[src/rtl/cpu_core_pkg.sv]
// Shared definitions for cpu_core: bus encodings, MIPS opcode/funct
// constants, FSM states and ALU operation codes.
package cpu_core_pkg;

  localparam int MEM_ACCESS_BITS = 2;
  localparam int MEM_LEN_BITS    = 2;

  // Bus access type (MEM_ACCESS).
  typedef enum logic [MEM_ACCESS_BITS-1:0] {
    ACC_NONE = 2'd0,
    ACC_R    = 2'd1,
    ACC_W    = 2'd2,
    ACC_X    = 2'd3
  } mem_access_e;

  // Bus access length (MEM_LEN).
  typedef enum logic [MEM_LEN_BITS-1:0] {
    LEN_B = 2'd0,
    LEN_H = 2'd1,
    LEN_W = 2'd2
  } mem_len_e;

  typedef enum logic [2:0] {
    S_FETCH  = 3'd0,
    S_DECODE = 3'd1,
    S_EXEC   = 3'd2,
    S_MEM    = 3'd3,
    S_WB     = 3'd4
  } state_e;

  typedef enum logic [3:0] {
    ALU_ADD, ALU_SUB, ALU_AND, ALU_OR, ALU_XOR, ALU_NOR,
    ALU_SLT, ALU_SLTU, ALU_SLL, ALU_SRL, ALU_SRA, ALU_LUI
  } alu_op_e;

  // Primary opcodes
  localparam logic [5:0] OP_SPECIAL = 6'h00;
  localparam logic [5:0] OP_REGIMM  = 6'h01;
  localparam logic [5:0] OP_J       = 6'h02;
  localparam logic [5:0] OP_JAL     = 6'h03;
  localparam logic [5:0] OP_BEQ     = 6'h04;
  localparam logic [5:0] OP_BNE     = 6'h05;
  localparam logic [5:0] OP_BLEZ    = 6'h06;
  localparam logic [5:0] OP_BGTZ    = 6'h07;
  localparam logic [5:0] OP_ADDI    = 6'h08;
  localparam logic [5:0] OP_ADDIU   = 6'h09;
  localparam logic [5:0] OP_SLTI    = 6'h0a;
  localparam logic [5:0] OP_SLTIU   = 6'h0b;
  localparam logic [5:0] OP_ANDI    = 6'h0c;
  localparam logic [5:0] OP_ORI     = 6'h0d;
  localparam logic [5:0] OP_XORI    = 6'h0e;
  localparam logic [5:0] OP_LUI     = 6'h0f;
  localparam logic [5:0] OP_LB      = 6'h20;
  localparam logic [5:0] OP_LH      = 6'h21;
  localparam logic [5:0] OP_LW      = 6'h23;
  localparam logic [5:0] OP_LBU     = 6'h24;
  localparam logic [5:0] OP_LHU     = 6'h25;
  localparam logic [5:0] OP_SB      = 6'h28;
  localparam logic [5:0] OP_SH      = 6'h29;
  localparam logic [5:0] OP_SW      = 6'h2b;

  // SPECIAL funct codes
  localparam logic [5:0] FN_SLL  = 6'h00;
  localparam logic [5:0] FN_SRL  = 6'h02;
  localparam logic [5:0] FN_SRA  = 6'h03;
  localparam logic [5:0] FN_SLLV = 6'h04;
  localparam logic [5:0] FN_SRLV = 6'h06;
  localparam logic [5:0] FN_SRAV = 6'h07;
  localparam logic [5:0] FN_JR   = 6'h08;
  localparam logic [5:0] FN_JALR = 6'h09;
  localparam logic [5:0] FN_ADD  = 6'h20;
  localparam logic [5:0] FN_ADDU = 6'h21;
  localparam logic [5:0] FN_SUB  = 6'h22;
  localparam logic [5:0] FN_SUBU = 6'h23;
  localparam logic [5:0] FN_AND  = 6'h24;
  localparam logic [5:0] FN_OR   = 6'h25;
  localparam logic [5:0] FN_XOR  = 6'h26;
  localparam logic [5:0] FN_NOR  = 6'h27;
  localparam logic [5:0] FN_SLT  = 6'h2a;
  localparam logic [5:0] FN_SLTU = 6'h2b;

  // REGIMM rt codes
  localparam logic [4:0] RT_BLTZ = 5'd0;
  localparam logic [4:0] RT_BGEZ = 5'd1;

  function automatic logic [31:0] sext16(input logic [15:0] v);
    return {{16{v[15]}}, v};
  endfunction

endpackage

[src/rtl/cpu_alu.sv]
// Combinational ALU for cpu_core. Flags feed the branch comparators:
// zero/sign of (a - b) or of (a - 0).
module cpu_alu
  import cpu_core_pkg::*;
(
  input  logic [31:0] a,
  input  logic [31:0] b,
  input  logic [4:0]  shamt,
  input  alu_op_e     op,
  output logic [31:0] result,
  output logic        zero,
  output logic        sign
);

  // Operation select
  always_comb begin
    // NOTE: default first so every path assigns result and no latch is inferred.
    result = '0;
    case (op)
      ALU_ADD:  result = a + b;
      ALU_SUB:  result = a - b;
      ALU_AND:  result = a & b;
      ALU_OR:   result = a | b;
      ALU_XOR:  result = a ^ b;
      ALU_NOR:  result = ~(a | b);
      ALU_SLT:  result = {31'b0, $signed(a) < $signed(b)};
      ALU_SLTU: result = {31'b0, a < b};
      ALU_SLL:  result = b << shamt;
      ALU_SRL:  result = b >> shamt;
      ALU_SRA:  result = $unsigned($signed(b) >>> shamt);
      ALU_LUI:  result = {b[15:0], 16'b0};
      default:  result = '0;
    endcase
  end

  assign zero = (result == 32'd0);
  assign sign = result[31];

endmodule

[src/rtl/mmu.sv]
// Address translation stub reserved for future use; no ports, no logic.
module mmu;
endmodule

[src/rtl/cpu_core.sv]
// Multi-cycle MIPS-I subset core, FETCH/DECODE/EXEC/MEM/WB, single shared
// bus port, branch delay slot via pc/npc pair.
// Optional: define CPU_TRACE_EN to print a line per retired instruction.
module cpu_core
  import cpu_core_pkg::*;
(
  input  logic                       clk,
  input  logic                       res,
  input  logic                       ready,
  input  logic [31:0]                db_dataIn,
  output logic [31:0]                db_dataOut,
  output logic [31:0]                db_addr,
  input  logic                       db_ready,
  output logic [MEM_ACCESS_BITS-1:0] db_accessType,
  output logic [MEM_LEN_BITS-1:0]    db_memLen
);

  state_e      state, state_nxt;
  logic [31:0] pc, npc, ir, a_q, b_q;
  logic [31:0] rf [32];

  logic [5:0]  opcode, funct;
  logic [4:0]  rt, rd, sh;
  logic [31:0] imm_sext, imm_zext;

  alu_op_e     alu_op;
  logic [31:0] alu_b, alu_result;
  logic [4:0]  alu_shamt;
  logic        alu_zero, alu_sign;

  logic        wb_en, link, is_load, is_store, load_signed, taken;
  logic [4:0]  wb_reg;
  logic [31:0] wb_val, target, load_val, store_data, rs_val, rt_val;
  mem_len_e    mem_len;

  logic        rf_we;
  logic [4:0]  rf_waddr;
  logic [31:0] rf_wdata;

  assign opcode   = ir[31:26];
  assign rt       = ir[20:16];
  assign rd       = ir[15:11];
  assign sh       = ir[10:6];
  assign funct    = ir[5:0];
  assign imm_sext = sext16(ir[15:0]);
  assign imm_zext = {16'b0, ir[15:0]};

  mmu u_mmu ();

  cpu_alu u_alu (
    .a      (a_q),
    .b      (alu_b),
    .shamt  (alu_shamt),
    .op     (alu_op),
    .result (alu_result),
    .zero   (alu_zero),
    .sign   (alu_sign)
  );

  // State register; ready low freezes the FSM
  always_ff @(posedge clk) begin
    // NOTE: non-blocking so all registers update together from pre-edge values.
    if (res)        state <= S_FETCH;
    else if (ready) state <= state_nxt;
  end

  // Next-state logic; bus states wait for db_ready
  always_comb begin
    state_nxt = state;
    case (state)
      S_FETCH:  if (db_ready) state_nxt = S_DECODE;
      S_DECODE: state_nxt = S_EXEC;
      S_EXEC:   state_nxt = (is_load || is_store) ? S_MEM : S_FETCH;
      S_MEM:    if (db_ready) state_nxt = is_load ? S_WB : S_FETCH;
      S_WB:     state_nxt = S_FETCH;
      default:  state_nxt = S_FETCH;
    endcase
  end

  // Bus outputs; one request per FETCH/MEM, forced idle in reset or when frozen
  always_comb begin
    db_accessType = ACC_NONE;
    db_addr       = pc;
    db_dataOut    = '0;
    db_memLen     = LEN_W;
    case (state)
      S_FETCH: db_accessType = ACC_X;
      S_MEM: begin
        db_accessType = is_store ? ACC_W : ACC_R;
        db_addr       = alu_result;
        db_memLen     = mem_len;
        db_dataOut    = store_data;
      end
      default: ;
    endcase
    if (res) begin
      db_accessType = ACC_NONE;
      db_addr       = '0;
      db_dataOut    = '0;
      db_memLen     = LEN_W;
    end else if (!ready) begin
      db_accessType = ACC_NONE;
    end
  end

  // Instruction decode: ALU controls, writeback target, memory attributes
  always_comb begin
    alu_op      = ALU_ADD;
    alu_b       = b_q;
    alu_shamt   = sh;
    wb_en       = 1'b0;
    wb_reg      = rt;
    link        = 1'b0;
    is_load     = 1'b0;
    is_store    = 1'b0;
    load_signed = 1'b0;
    mem_len     = LEN_W;
    case (opcode)
      OP_SPECIAL: begin
        wb_en  = 1'b1;
        wb_reg = rd;
        case (funct)
          FN_SLL:  alu_op = ALU_SLL;
          FN_SRL:  alu_op = ALU_SRL;
          FN_SRA:  alu_op = ALU_SRA;
          FN_SLLV: begin alu_op = ALU_SLL; alu_shamt = a_q[4:0]; end
          FN_SRLV: begin alu_op = ALU_SRL; alu_shamt = a_q[4:0]; end
          FN_SRAV: begin alu_op = ALU_SRA; alu_shamt = a_q[4:0]; end
          FN_JR:   wb_en = 1'b0;
          FN_JALR: link = 1'b1;
          FN_ADD, FN_ADDU: alu_op = ALU_ADD;
          FN_SUB, FN_SUBU: alu_op = ALU_SUB;
          FN_AND:  alu_op = ALU_AND;
          FN_OR:   alu_op = ALU_OR;
          FN_XOR:  alu_op = ALU_XOR;
          FN_NOR:  alu_op = ALU_NOR;
          FN_SLT:  alu_op = ALU_SLT;
          FN_SLTU: alu_op = ALU_SLTU;
          default: wb_en = 1'b0;
        endcase
      end
      OP_REGIMM, OP_BLEZ, OP_BGTZ: begin alu_op = ALU_SUB; alu_b = '0; end
      OP_BEQ, OP_BNE:  alu_op = ALU_SUB;
      OP_JAL:          begin wb_en = 1'b1; wb_reg = 5'd31; link = 1'b1; end
      OP_ADDI, OP_ADDIU: begin wb_en = 1'b1; alu_b = imm_sext; end
      OP_SLTI:   begin wb_en = 1'b1; alu_op = ALU_SLT;  alu_b = imm_sext; end
      OP_SLTIU:  begin wb_en = 1'b1; alu_op = ALU_SLTU; alu_b = imm_sext; end
      OP_ANDI:   begin wb_en = 1'b1; alu_op = ALU_AND;  alu_b = imm_zext; end
      OP_ORI:    begin wb_en = 1'b1; alu_op = ALU_OR;   alu_b = imm_zext; end
      OP_XORI:   begin wb_en = 1'b1; alu_op = ALU_XOR;  alu_b = imm_zext; end
      OP_LUI:    begin wb_en = 1'b1; alu_op = ALU_LUI;  alu_b = imm_zext; end
      OP_LB:     begin is_load = 1'b1; alu_b = imm_sext; mem_len = LEN_B; load_signed = 1'b1; end
      OP_LBU:    begin is_load = 1'b1; alu_b = imm_sext; mem_len = LEN_B; end
      OP_LH:     begin is_load = 1'b1; alu_b = imm_sext; mem_len = LEN_H; load_signed = 1'b1; end
      OP_LHU:    begin is_load = 1'b1; alu_b = imm_sext; mem_len = LEN_H; end
      OP_LW:     begin is_load = 1'b1; alu_b = imm_sext; end
      OP_SB:     begin is_store = 1'b1; alu_b = imm_sext; mem_len = LEN_B; end
      OP_SH:     begin is_store = 1'b1; alu_b = imm_sext; mem_len = LEN_H; end
      OP_SW:     begin is_store = 1'b1; alu_b = imm_sext; end
      default: ;
    endcase
  end

  // Branch/jump resolution from ALU flags; target relative to the delay slot
  always_comb begin
    taken  = 1'b0;
    target = npc + (imm_sext << 2);
    case (opcode)
      OP_SPECIAL: if (funct == FN_JR || funct == FN_JALR) begin
        taken  = 1'b1;
        target = a_q;
      end
      OP_REGIMM: begin
        if (rt == RT_BLTZ)      taken = alu_sign;
        else if (rt == RT_BGEZ) taken = !alu_sign;
      end
      OP_J, OP_JAL: begin
        taken  = 1'b1;
        target = {npc[31:28], ir[25:0], 2'b00};
      end
      OP_BEQ:  taken = alu_zero;
      OP_BNE:  taken = !alu_zero;
      OP_BLEZ: taken = alu_sign || alu_zero;
      OP_BGTZ: taken = !alu_sign && !alu_zero;
      default: ;
    endcase
  end

  // Load extension, store alignment and writeback selection
  always_comb begin
    case (mem_len)
      LEN_B:   load_val = load_signed ? {{24{db_dataIn[7]}}, db_dataIn[7:0]}
                                      : {24'b0, db_dataIn[7:0]};
      LEN_H:   load_val = load_signed ? {{16{db_dataIn[15]}}, db_dataIn[15:0]}
                                      : {16'b0, db_dataIn[15:0]};
      default: load_val = db_dataIn;
    endcase
    case (mem_len)
      LEN_B:   store_data = {24'b0, b_q[7:0]};
      LEN_H:   store_data = {16'b0, b_q[15:0]};
      default: store_data = b_q;
    endcase
    wb_val   = link ? (pc + 32'd8) : alu_result;
    rf_we    = 1'b0;
    rf_waddr = wb_reg;
    rf_wdata = wb_val;
    if (state == S_EXEC && wb_en) begin
      rf_we = 1'b1;
    end else if (state == S_WB) begin
      rf_we    = 1'b1;
      rf_waddr = rt;
      rf_wdata = load_val;
    end
  end

  // Register read ports, addressed straight from the fetched word during DECODE
  assign rs_val = (db_dataIn[25:21] == 5'd0) ? 32'd0 : rf[db_dataIn[25:21]];
  assign rt_val = (db_dataIn[20:16] == 5'd0) ? 32'd0 : rf[db_dataIn[20:16]];

  // Register file write; $0 is never written
  always_ff @(posedge clk) begin
    // NOTE: the register file is an explicit flop array so it can be cleared on reset.
    if (res) begin
      for (int i = 0; i < 32; i++) rf[i] <= '0;
    end else if (ready && rf_we && rf_waddr != 5'd0) begin
      rf[rf_waddr] <= rf_wdata;
    end
  end

  // Datapath registers: IR and operands in DECODE, pc/npc advance in EXEC
  always_ff @(posedge clk) begin
    if (res) begin
      pc  <= '0;
      npc <= 32'd4;
      ir  <= '0;
      a_q <= '0;
      b_q <= '0;
    end else if (ready) begin
      if (state == S_DECODE) begin
        ir  <= db_dataIn;
        a_q <= rs_val;
        b_q <= rt_val;
      end
      if (state == S_EXEC) begin
        pc  <= npc;
        npc <= taken ? target : npc + 32'd4;
      end
    end
  end

`ifdef CPU_TRACE_EN
  logic [31:0] ir_pc;

  // Remember the address of the instruction in flight
  always_ff @(posedge clk) begin
    if (res)                           ir_pc <= '0;
    else if (ready && state == S_DECODE) ir_pc <= pc;
  end

  // Print one line per retired instruction
  always_ff @(posedge clk) begin
    if (!res && ready) begin
      if ((state == S_EXEC && !is_load && !is_store) || state == S_WB) begin
        if (rf_we && rf_waddr != 5'd0)
          $display("trace pc=%h ir=%h r%0d=%h", ir_pc, ir, rf_waddr, rf_wdata);
        else
          $display("trace pc=%h ir=%h", ir_pc, ir);
      end else if (state == S_MEM && is_store && db_ready) begin
        $display("trace pc=%h ir=%h", ir_pc, ir);
      end
    end
  end
`endif

endmodule

[config.mk]
export PLATFORM = sky130hd
export DESIGN_NAME = cpu_core
export DESIGN_NICKNAME = d
export VERILOG_FILES = /design/src/rtl/cpu_core_pkg.sv /design/src/rtl/cpu_alu.sv /design/src/rtl/mmu.sv /design/src/rtl/cpu_core.sv
export SDC_FILE = /design/constraint.sdc
export NUM_CORES = 2
export LEC_CHECK = 0
export CORE_ASPECT_RATIO = 1.75
export CORE_MARGIN = 8
export CORE_UTILIZATION = 28
export CTS_CLUSTER_SIZE = 8
export DETAILED_ROUTE_END_ITERATION = 8
export PLACE_DENSITY_LB_ADDON = 0.05
export SKIP_CTS_REPAIR_TIMING = 1
export SLEW_MARGIN = 5
export SYNTH_ARGS = -nofsm -noshare
export SYNTH_HDL_FRONTEND = slang
export SYNTH_SLANG_ARGS = --single-unit
[constraint.sdc]
create_clock -name clk -period 14 [get_ports clk]
set_input_delay 2.1 -clock clk [delete_from_list [all_inputs] [get_ports clk]]
set_output_delay 2.1 -clock clk [all_outputs]
set_load 0.01 [all_outputs]
Word-level counts from Yosys, hierarchy flattened --
Memories as Yosys holds them, arrays and structs flattened. Index checks and enable logic that the tools add are counted.
Word-level totals: word-level logic and storage cells 181, RAM bits 1024, flip-flop bits (word level) 163, memories kept 1
Memory list:
- rf | words 32, width 32, read ports 2, clocked after Yosys merged registers in 0, write ports 32, line cpu_core.sv:20 | logic [31:0] rf [32];
Cells by class: bitwise gates (word level) 4, eq/ne operators 60, reduce and logical (&&, ||, !) cells 41, multiplexer cells 58, order comparisons 2, shift-type cells 3, add/subtract/negate cells 5
Operators by type and width (count):
- $mux W32 | 14
- $pmux W32 S12 | 1
- $pmux W32 S2 | 3
- $eq A6 B6 Y1 const B | 18
- $pmux W32 S3 | 1
- $add A32 B32 Y32 | 2
- $lt A32 B32 Y1 | 2
- $eq A6 B4 Y1 const B | 10
- $eq A6 B3 Y1 const B | 7
- $pmux W4 S10 | 1
- $add A32 B3 Y32 const B | 1
- $add A32 B4 Y32 const B | 1
- $and A32 B32 Y32 | 1
- $logic_not A32 Y1 | 1
- $not A32 Y32 | 1
- $or A32 B32 Y32 | 1
- $pmux W4 S8 | 1
- $reduce_or A32 Y1 | 1
- $shl A32 B5 Y32 | 1
- $shr A32 B5 Y32 | 1
- $sshr A32 B5 Y32 | 1
- $sub A32 B32 Y32 | 1
- $xor A32 B32 Y32 | 1
- $mux W5 | 5
- 38 further kinds | 96

Depth between registers and ports, before layout --
depth in word-level cells 13, mapped depth 31, gate-level depth less buffers 24

By module --
Synthesis repeated with hierarchy kept, for this count alone.
Unflattened totals: cells, all modules 6543, area total of the unflattened synthesis 73334.1 um^2
Modules (own cells, without submodules):
- cpu_core | instances 1, cells an instance 5099, area an instance 62812.7 um^2, seq. area each 34012.6 um^2
- cpu_alu | instances 1, cells an instance 1444, area an instance 10521.3 um^2, seq. area each 0.0 um^2

Least setup slack after synthesis --
OpenSTA, ideal clock, no wires.
kind register to output, from register ir[15], to output port db_addr[30], data arrival time 5213 ps, slack 6687 ps, stages on the path, launching flop included 21, required time 11900 ps, cell sequence dfxtp_1 -> inv_1 -> a2111oi_0 -> and2_1 -> buf_2 -> buf_2 -> clkbuf_1 -> a21oi_1 -> ha_1 -> clkbuf_1 -> or4_1 -> or2_2 -> o21ai_0 -> a2111oi_0 -> o31ai_1 -> a41oi_1 -> a31oi_1 -> xor2_1 -> o221ai_1 -> nor2_1 -> nor3_1
Between the ends: cells in the longest elaborated chain, start to end 6, elaborated cells on any way between the ends 13, those cells by class 2 x add/sub; 3 x shift; 4 x mux; 4 x bitwise
RTL lines:
- start: declaration | line cpu_core.sv:19 | logic [31:0] pc, npc, ir, a_q, b_q;
- start signal: assignment | line cpu_core.sv:240 | ir <= db_dataIn;
- $pmux W32 S3 * | line cpu_core.sv:118 | case (opcode)
- parallel branches: the longest is 2 deep, another holds $sub A32 B32 Y32
- $pmux W32 S12 * | line cpu_alu.sv:19 | case (op)
- $mux W32 * | line cpu_core.sv:86 | case (state)
- $mux W32 * | line cpu_core.sv:96 | if (res) begin
- end: declaration | line cpu_core.sv:12 | output logic [31:0] db_addr,
Mark *: on every way between the ends.

Worst setup path in the final report --
from register ir[28], to output port db_addr[30]
Between the ends: cells in the longest elaborated chain, start to end 8, elaborated cells on any way between the ends 53, those cells by class 2 x add/sub; 32 x eq/ne; 3 x shift; 6 x mux; 4 x bitwise; 6 x reduce/logical
RTL lines (line):
- parallel branches: the longest is 5 deep, another holds $sub A32 B32 Y32
- $pmux W32 S12 * | cpu_alu.sv:19
- $mux W32 * | cpu_core.sv:86
- $mux W32 * | cpu_core.sv:96
Marked as above.

==> impl_metrics.yaml <==
run_status:
  status: "complete, but fails checks"
  violations: "capacitance limit"
placement:
  gp_congestion: 1.058
  post_dp_cell_area_um2: 78980
  hpwl_um: 288100
  io_buffers: 103
  place_ws_ns: 2.732
sta:
  skew_ns: 0.06968
  worst-slew-pin-transition_ns: 1.466
  hold_violations: 0
  rsz0062_at_grt: "no"
  setup_viol: 0
  drv_slew: 0
  clock.fmax_mhz: 79.78
  slew_headroom_pct: 1.207
  fin_ws_ns: 1.466
  fin_crit_sh_pct: 89.53
  min_period_ns: 12.53
  finalSetupTns_ns: 0
setup_path:
  crit_chain: "a21oi_1 -> o21ai_1 -> nand2_1 -> a22o_1 -> ha_1 -> fa_1 -> o21bai_1 -> a21oi_1 -> o311ai_0 -> a31oi_1 -> o21ai_0 -> a2111oi_1 -> o31ai_1 -> a41oi_1 -> a31oi_1 -> xor2_1 -> o221ai_2 -> nor2_1 -> nor3_1 -> clkdlybuf4s50_1"
  end_kind: "primary output"
  crit_required_ns: 11.90
  start_kind: "flip-flop"
  r2r.worst_path.cells: 23
  cp_max_fo: 21
  slowest_delay_ns: 1.01
  crit_slowest_cell: "o21ai_1"
  critPathKind: "reg2out"
  crit_arrival_ns: 10.43
synth:
  synth_seq_cells: 1187
  syn_inst: 6595
  ys_seq_area_share_pct: 46.48
  yosysWarningCount: 0
  avgSynthCellArea_um2: 11.10
  synth_edf_count: 1024
  syn_area_um2: 73180
  async_flop_share_pct: 0
  synthFlopType: "edfxtp_1"
  synth_cell_types: 109
grt:
  grt_usage_pct: 29.08
  grt_max_degree: 111
  antenna_found_initial: 26
  grt_overflow_total: 0
  grt_pass1_vias: 60970
  grt_pass1_wl_um: 559000
hold_path:
  min_path_type: "reg2reg"
  hold_depth: 2
routing:
  num_vias: 59860
  wl_per_cell_um: 41.83
  drtAntennaViolNets: 0
  wirelength_um: 419200
  via_per_inst: 5.973
  drtIter0Drc: 5644
  dr.pass1.iters: 8
  drcViolationCount: 0
pwr:
  power_frac_seq_pct: 40.7
  ir_worst_vdd_v: 0.00008123
  p_per_area_nw_per_um2: 118.8
  power_mw: 9.948
  cellLeakagePower_nw: 28.15
  swShare_pct: 31.75
  cell_internal_pwr_mw: 6.789
  power_frac_comb_pct: 19.8
  power_frac_clock_pct: 39.5
  power.switching_mw: 3.158
clock_network:
  clock-sinks: 1187
  cts.path.max_buffers: 4
  cts_tree: "done"
  path_clk_slew_ns: 0.05
  worstSkewPairLatency_ns: 0.84
  ctsHtreeMaxLevel: 4
  cts_root_buffer: "clkbuf_16"
  cts_made_buffers: 175
final_layout:
  post-route-util_pct: 32.17
  syn_to_final_growth_pct: 14.44
  layout-drive-gt1-share_pct: 19.37
  nets: 6749
  stdcell_area_um2: 83750
floorplanning:
  die_height_um: 692.3
  row_count: 248
  core_area_um2: 260300
  ios: 104
  initial_utilization_pct: 28.11
  die_area_um2: 278600
  die_w_um: 402.5
run:
  maxCapViolations: 1
power by group through the flow:
stage	combinational, mW	clock, mW	sequential (mW)
final	1.97	3.93	4.05
after detailed placement	1.94	0	4.12
after CTS	1.95	4.03	4.05
after floorplan	1.02	0	4.08
after global placement	1.96	0	4.11
after global routing	2.01	4.12	4.06
flip-flops by register name, summed over array words and instances (netlist names):
| signal | count |
|---|---|
| npc | 32 |
| a_q | 32 |
| b_q | 32 |
| state | 3 |
| rf | 1024 |
| pc | 32 |
| ir | 32 |
cell usage in the layout, fill, tap and decap left out, types with 71 or more instances in the layout:
master	n
nor3_1	105
mux4_2	522
ha_1	135
clkdlybuf4s50_1	92
a211oi_1	125
a221oi_1	95
edfxtp_1	1024
buf_4	296
a21oi_1	314
nand3_1	71
nor2_1	1369
nand2_1	406
dfxtp_1	163
o21ai_0	153
inv_1	112
clkbuf_16	176
mux2i_1	220
layout make-up:
class,instances,area [µm²]
clock inverters,7,115.1
inverters,121,454.2
diodes,23,57.56
multi-input cells,4689,36970
fillers,26170,176600
flip-flops and latches,1187,34010
clock buffers,218,4572
well taps,3375,4223
repair buffers,401,3339
worst paths after layout:
check / startpoint / to / slack (ns)
min: ir[24]$_SDFFE_PP0P_ / ir[24]$_SDFFE_PP0P_ / 0.46
max: ir[28]$_SDFFE_PP0P_ / db_addr[30] / 1.47
max reg2reg: ir[28]$_SDFFE_PP0P_ / npc[13]$_SDFFE_PP0P_ / 2.83
min reg2reg: ir[24]$_SDFFE_PP0P_ / ir[24]$_SDFFE_PP0P_ / 0.46
stage by stage:
stage	instances	hold slack (ns)
floorplan	6626	0.4315
global placement	9771	0.4444
detailed placement	9771	0.4515
CTS	9996	0.4591
global route	10010	0.4731
finish	10020	0.4562
synthesized netlist by cell type (14+ instances only):
cell,count,share of area [%]
nor2_1,1375,7.1
edfxtp_1,1024,42
mux4_2,522,16
nand2_1,476,2.4
clkbuf_1,469,2.4
a21oi_1,339,2.3
mux2i_1,220,3.0
o21ai_0,164,1.1
dfxtp_1,163,4.5
ha_1,135,2.3
a211oi_1,130,1.3
inv_1,113,0.58
nor3_1,109,0.75
a221oi_1,96,1.1
buf_1,85,0.44
nand3_1,71,0.49
o221ai_1,60,0.72
xnor2_1,60,0.72
a21o_1,58,0.59
o211ai_1,57,0.58
mux2_2,56,0.86
and3_1,53,0.45
o22ai_1,52,0.44
a22oi_1,50,0.51
buf_2,49,0.34
nand2b_1,46,0.39
a31oi_1,39,0.33
or3_1,37,0.32
nor2b_1,24,0.21
xor2_1,24,0.29
nor4_1,22,0.19
o31ai_1,21,0.22
buf_6,18,0.28
a211o_1,17,0.20
a22o_1,17,0.20
nand4_1,17,0.15
o32ai_1,17,0.20
or2_2,17,0.15
a221o_1,16,0.22
o21a_1,15,0.15
a2111oi_0,14,0.17
a32oi_1,14,0.17
o21bai_1,14,0.14
layer usage:
layer  GRT usage (%)  up-vias  wire length, µm
li1                -    24950                -
met2           52.77     2595           217000
met5               0        -               51
met4           21.36        8            37450
met3           4.388      995            20360
met1           30.27    31310           144400
worst max-delay path, delay by kind of cell, from the launching register on:
kind,cells,cell delay (ns)
compound gates,13,6.67
flops,1,0.91
fa+ha+maj,2,0.72
simple gates,3,0.61
buf+inv,1,0.58
xor+xnor,1,0.10
cell families (layout without fill, tap and decap cells):
kind of cell               Yosys count  count (layout)  share of synthesized area (%)
AOI/OAI and AO/OA                 1326            1326                          12.61
xor gates and xnor gates            84              84                          1.005
adders and majority gates          138             138                          2.390
buffers and inverters              750             747                          4.167
DFF                               1187            1187                          46.48
muxes                              802             802                          20.00
other                                1              55                       0.005124
and+or+nand+nor                   2307            2307                          13.35
Power figures use the tool's default switching activity.
